### src/rtl/cpu_pkg.sv
// Shared types and default field geometry for the instruction register/decoder.
package cpu_pkg;

    // Instruction register occupancy: nothing held, opcode byte waiting for its
    // immediate byte, or a complete decoded instruction presented to the FSM.
    typedef enum logic [1:0] {
        EMPTY    = 2'd0,
        WAIT_EXT = 2'd1,
        FULL     = 2'd2
    } ir_state_e;

    localparam int DEF_INSTR_W   = 8;
    localparam int DEF_OP_W      = 2;
    localparam int DEF_REG_SEL_W = 2;
    localparam bit DEF_EXT_EN    = 1'b1;

endpackage

### src/rtl/instr_decode_reg_onehot_dec.sv
// Select-to-one-hot decoder; the whole vector is zero when the enable is low.
module onehot_dec #(
    parameter int SEL_W = 2,
    localparam int NUM  = 1 << SEL_W
) (
    input  logic [SEL_W-1:0] sel,
    input  logic             en,
    output logic [NUM-1:0]   vec
);

    // Drive exactly one bit at the selected index when enabled.
    always_comb begin
        vec = {NUM{1'b0}};
        if (en) begin
            vec[sel] = 1'b1;
        end else begin
            vec = {NUM{1'b0}};
        end
    end

endmodule

### src/rtl/instr_decode_reg.sv
// Instruction register/decoder: accepts instruction bytes over valid/ready,
// assembles opcode+immediate pairs and presents registered decoded fields to
// the control FSM, one instruction per out_valid/out_ready handshake.
module instr_decode_reg
    import cpu_pkg::*;
#(
    parameter int               INSTR_W   = DEF_INSTR_W,
    parameter int               OP_W      = DEF_OP_W,
    parameter int               REG_SEL_W = DEF_REG_SEL_W,
    parameter bit               EXT_EN    = DEF_EXT_EN,
    parameter logic [OP_W-1:0]  EXT_OP    = {OP_W{1'b1}},
    localparam int              ADDR_W    = INSTR_W - OP_W - REG_SEL_W,
    localparam int              NUM_REGS  = 1 << REG_SEL_W
) (
    input  logic                clk,
    input  logic                rst,
    input  logic                flush,
    input  logic                in_valid,
    input  logic [INSTR_W-1:0]  in_data,
    output logic                in_ready,
    input  logic                r,
    input  logic                w,
    output logic                out_valid,
    input  logic                out_ready,
    output logic [OP_W-1:0]     op,
    output logic [ADDR_W-1:0]   addr,
    output logic [INSTR_W-1:0]  imm,
    output logic                has_imm,
    output logic [NUM_REGS-1:0] ren,
    output logic [NUM_REGS-1:0] wen,
    output logic                flag_zero,
    output logic                illegal
);

    // Everything the register holds about one instruction.
    typedef struct packed {
        logic [OP_W-1:0]      op;
        logic [REG_SEL_W-1:0] sel;
        logic [ADDR_W-1:0]    addr;
        logic [INSTR_W-1:0]   imm;
        logic                 has_imm;
        logic                 rd;
        logic                 wr;
        logic                 ill;
        logic                 zero;
    } instr_t;

    ir_state_e           state_r;
    ir_state_e           state_nx_s;
    instr_t              fld_r;
    instr_t              fld_nx_s;
    instr_t              first_s;
    logic                ext_s;
    logic                accept_s;
    logic                out_valid_r;
    logic [NUM_REGS-1:0] ren_r;
    logic [NUM_REGS-1:0] wen_r;
    logic [NUM_REGS-1:0] ren_s;
    logic [NUM_REGS-1:0] wen_s;
    logic                ren_en_s;
    logic                wen_en_s;

    // A held instruction blocks new bytes until the FSM takes it; flush blocks all.
    assign in_ready = !flush && ((state_r != FULL) || out_ready);
    assign accept_s = in_valid && in_ready;

    // Decode the incoming byte as if it were the first byte of an instruction.
    always_comb begin
        first_s.op      = in_data[INSTR_W-1 -: OP_W];
        first_s.sel     = in_data[INSTR_W-OP_W-1 -: REG_SEL_W];
        first_s.addr    = in_data[ADDR_W-1:0];
        first_s.imm     = {INSTR_W{1'b0}};
        first_s.has_imm = 1'b0;
        first_s.rd      = r;
        first_s.wr      = w;
        first_s.ill     = r && w;
        first_s.zero    = (in_data[ADDR_W-1:0] == {ADDR_W{1'b0}});
        ext_s           = EXT_EN && (in_data[INSTR_W-1 -: OP_W] == EXT_OP);
    end

    // Next occupancy and next field contents; flush discards any partial or held instruction.
    always_comb begin
        state_nx_s = state_r;
        fld_nx_s   = fld_r;
        if (flush) begin
            state_nx_s = EMPTY;
        end else begin
            case (state_r)
                EMPTY: begin
                    if (accept_s) begin
                        fld_nx_s   = first_s;
                        state_nx_s = ext_s ? WAIT_EXT : FULL;
                    end else begin
                        state_nx_s = EMPTY;
                    end
                end
                WAIT_EXT: begin
                    if (accept_s) begin
                        fld_nx_s.imm     = in_data;
                        fld_nx_s.has_imm = 1'b1;
                        state_nx_s       = FULL;
                    end else begin
                        state_nx_s = WAIT_EXT;
                    end
                end
                FULL: begin
                    if (out_ready && accept_s) begin
                        fld_nx_s   = first_s;
                        state_nx_s = ext_s ? WAIT_EXT : FULL;
                    end else if (out_ready) begin
                        state_nx_s = EMPTY;
                    end else begin
                        state_nx_s = FULL;
                    end
                end
                default: begin
                    state_nx_s = EMPTY;
                end
            endcase
        end
    end

    // Register enables only exist while a complete, legal instruction is presented.
    assign ren_en_s = (state_nx_s == FULL) && fld_nx_s.rd && !fld_nx_s.ill;
    assign wen_en_s = (state_nx_s == FULL) && fld_nx_s.wr && !fld_nx_s.ill;

    onehot_dec #(.SEL_W(REG_SEL_W)) u_ren_dec (
        .sel (fld_nx_s.sel),
        .en  (ren_en_s),
        .vec (ren_s)
    );

    onehot_dec #(.SEL_W(REG_SEL_W)) u_wen_dec (
        .sel (fld_nx_s.sel),
        .en  (wen_en_s),
        .vec (wen_s)
    );

    // State and all decoded outputs are registered together so the FSM sees a consistent set.
    always_ff @(posedge clk or posedge rst) begin
        if (rst) begin
            state_r     <= EMPTY;
            fld_r       <= {$bits(instr_t){1'b0}};
            out_valid_r <= 1'b0;
            ren_r       <= {NUM_REGS{1'b0}};
            wen_r       <= {NUM_REGS{1'b0}};
        end else begin
            state_r     <= state_nx_s;
            fld_r       <= fld_nx_s;
            out_valid_r <= (state_nx_s == FULL);
            ren_r       <= ren_s;
            wen_r       <= wen_s;
        end
    end

    assign out_valid = out_valid_r;
    assign op        = fld_r.op;
    assign addr      = fld_r.addr;
    assign imm       = fld_r.imm;
    assign has_imm   = fld_r.has_imm;
    assign flag_zero = fld_r.zero;
    assign illegal   = fld_r.ill;
    assign ren       = ren_r;
    assign wen       = wen_r;

endmodule

### config.mk
export PLATFORM = sky130hd
export DESIGN_NAME = instr_decode_reg
export DESIGN_NICKNAME = d
export VERILOG_FILES = /design/src/rtl/cpu_pkg.sv /design/src/rtl/instr_decode_reg_onehot_dec.sv /design/src/rtl/instr_decode_reg.sv
export SDC_FILE = /design/constraint.sdc
export NUM_CORES = 1
export LEC_CHECK = 0
export CORE_ASPECT_RATIO = 0.75
export CORE_UTILIZATION = 48
export DETAILED_ROUTE_END_ITERATION = 10
export PLACE_DENSITY = 0.78
export SLEW_MARGIN = 15
export SYNTH_ARGS = -nofsm -noshare
export SYNTH_HDL_FRONTEND = slang
export SYNTH_SLANG_ARGS = --single-unit
### constraint.sdc
create_clock -name clk -period 2 [get_ports clk]
set_input_delay 0.4 -clock clk [delete_from_list [all_inputs] [get_ports clk]]
set_output_delay 0.4 -clock clk [all_outputs]
set_load 0.03 [all_outputs]
==> impl_metrics.csv <==
group,metric,value,unit
finish,insertedDiodeCount,0,
setup_path,critPathArrivalTime,2.05,ns
synthesis,synth.top_cells.by_area,"dfrtp_1 48%, mux2_2 9.5%, buf_4 6.4%",
setup_path,capturing_element_type_of_the_critical_path,"flip-flop",
die,die_h,52.84,microns
drt,drc,0,
clocking,tritoncts,"done",
sta,setup-violations-final,0,
die,cell_row_count,18,
setup_path,maximum_fanout_along_the_worst_path,18,
synthesis,ys_types,32,
global_routing,grt_start_max_net_pins,33,
sta,finalHoldViolCount,0,
placed_design,port_buffers,41,
drt,drt-initial-drc-count,98,
setup_path,crit_path_class,"reg2reg",
placed_design,place.detailed.hpwl,2312,microns
synthesis,synth-seq-area-share,0.4841,
synthesis,synthesis.yosys.warnings,0,
setup_path,startpoint,"state_r[0]",
clocking,cts_sinks,32,
setup_path,worst_path_max_delay_cell,"dfrtp_1",
power,power.static_leakage,0.9759,nW
synthesis,synth-seq-cells,32,
die,die_ar,3687,sq um
job,max_cap_viol_count,0,
sta,timing.fmax,529.4,MHz
drt,via_per_inst,5.224,
global_routing,global_route.overflow_total,0,
sta,rsz_0062_raised_after_global_routing,"false",
synthesis,synth_most_common_cell,"dfrtp_1",
clocking,ctsRootBufferMaster,"clkbuf_8",
setup_path,cp_data_required_time,2.16,ns
global_routing,grt_first_pass_wirelength,5078,microns
drt,postRouteAntennaNets,0,
drt,wl,3245,microns
power,finalPower,1.645,mW
synthesis,dominantRegCellSynth,"dfrtp_1",
setup_path,cpPeakStageDelay,0.42,ns
placed_design,final_wtd_congestion,0.7594,
drt,vias,1144,
setup_path,worst_setup_path_endpoint,"wen[1]",
setup_path,path_cells,"inv_1, ha_2, mux2_4, and2_4, a31oi_2, nor3_1",
synthesis,synth_enable_flop_cells,0,
power,power-per-cell-area,775.1,nW/um^2
sta,skew,0.005022,ns
die,initial_core_util,0.5030,
sta,maxSlewViolCount,0,
min_path,min-delay-path-class,"in2async",
clocking,clock_path_buffers,2,
global_routing,first_global_vias,1060,
die,die-width,69.79,microns
sta,period_minus_slack,1.889,ns
clocking,post_cts_buffers,0,
clocking,worst_setup_hold_path_clk_slew,0.06,ns
finish,post_route_cells_drive_above_1_share,0.2402,
synthesis,synth_largest_area_cell,"dfrtp_1",
setup_path,timing.rr.end,"wen[1]",
drt,1st_pass_router_iterations,4,
die,io_pins,42,
synthesis,syn_area,1654,sq um
clocking,cts_max_level,2,
global_routing,grt_util_all_layers,0.1897,
setup_path,reg2reg_depth,6,
setup_path,reg2reg_slack,0.11,ns
synthesis,share_of_the_synthesized_area_in_the_top_cell_type,0.4841,
sta,worstMarginPinSlew,0.4463,ns
sta,setup_total_negative_slack,0,ns
clocking,tritoncts.num_buffers,5,
finish,syn2layout_area_growth,28.29,%
synthesis,netlist_top_cells_count,"32 x dfrtp_1, 14 x buf_4, 14 x mux2_2",
drt,post_drt_wl_per_cell,14.82,microns
synthesis,synth-async-reset-ratio,1.000,
run_status,status,"completed",
synthesis,syn-num-nets,161,
clocking,insertion_delay,0.29,ns
power,peakVddDrop,0.0004884,V
finish,layout.filler_cells,255,
sta,slew_headroom,0.7002,
synthesis,syn_avg_cell_area,11.73,sq um
sta,timing.final.crit_share,0.9445,
global_routing,grt_antenna_before_repair,0,
setup_path,critical_path.reg2reg.startpoint,"state_r[0]",
finish,finish.net_count,198,
synthesis,synthesis.instances,141,
setup_path,worst_setup_path_start_kind,"flip-flop",
die,floorplan.core_area,3288,sq um
cell usage in the layout (no fill, tap or decap), types with 4 or more instances in the layout:
cell type and count:
buf_4 9, clkdlybuf4s50_1 40, nor3_1 7, dfrtp_1 32, inv_1 10, mux2_2 14
a21oi_1 6, mux2_4 6, nand2b_1 6, ha_1 4, nor2_1 4, and3_1 8
clkbuf_8 6
timing repair:
| item | CTS | global route |
|---|---|---|
| endpoints found under the setup margin | 0 | 5 |
| hold buffers | 0 | 0 |
| gates resized for setup | 0 | 2 |
flip-flops by register name (all words and copies together) (netlist names), 2 cells and up:
register  flops
state_r       2
addr          4
op            2
ren           4
fld_r         4
wen           4
imm           8
how the worst min path moves through the flow:
stage	from	endpoint	slack (ns)	cells after the start
after floorplan	flush	state_r[0]	0.47	1
after global placement	has_imm	has_imm	0.49	1
after detailed placement	imm[6]	imm[6]	0.50	1
after CTS	rst	addr[3]	0.51	3
after global routing	op[0]	op[0]	0.52	1
final	rst	ren[3]	0.49	3
cell families after synthesis:
group                      share of synthesized area
buffers and inverters                         0.1104
and+or+nand+nor                               0.1490
DFF                                           0.4841
adders and majority gates                    0.03782
AOI/OAI and AO/OA                            0.05673
muxes                                         0.1619
worst max-delay path: cells and delay by family, from the launching register on:
kind	cells	cell delay (ns)
simple gates	2	0.35
buf+inv	1	0.10
compound gates	1	0.34
flops	1	0.42
fa+ha+maj	1	0.22
mux	1	0.33
layout make-up:
| cell class | instances | area (sq um) | area share |
|---|---|---|---|
| Timing Repair Buffer | 49 | 467.9 | 0.2205 |
| Inverter | 10 | 37.54 | 0.01769 |
| Tap cell | 40 | 50.05 | 0.02358 |
| Sequential cell | 32 | 800.8 | 0.3774 |
| Clock buffer | 8 | 90.09 | 0.04245 |
| Multi-Input combinational cell | 80 | 675.6 | 0.3184 |
power by group:
part / switching [mW] / internal (mW) / total, mW
registers: 0.0345 / 0.700 / 0.734
clock network: 0.233 / 0.280 / 0.513
logic: 0.204 / 0.193 / 0.397
per-stage QoR:
stage | setup WS, ns | hold WS (ns) | cells | area, sq um | util
floorplan | 0.1572 | 0.4724 | 141 | 1654 | -
finish | 0.1111 | 0.4949 | 219 | 2122 | 0.6454
global placement | -0.001160 | 0.4906 | 211 | 2027 | 0.6164
CTS | 0.02366 | 0.5087 | 219 | 2117 | 0.6438
global route | 0.01386 | 0.5217 | 219 | 2122 | 0.6454
detailed placement | -0.1233 | 0.4971 | 211 | 2027 | 0.6164
metal layers:
layer / GRT usage / share of wire
met5: 0 / 0
met3: 0.08654 / 0.073
met1: 0.2423 / 0.47
met4: 0.06000 / 0.010
met2: 0.2885 / 0.45
No activity file was read; power rests on OpenSTA's default activity.
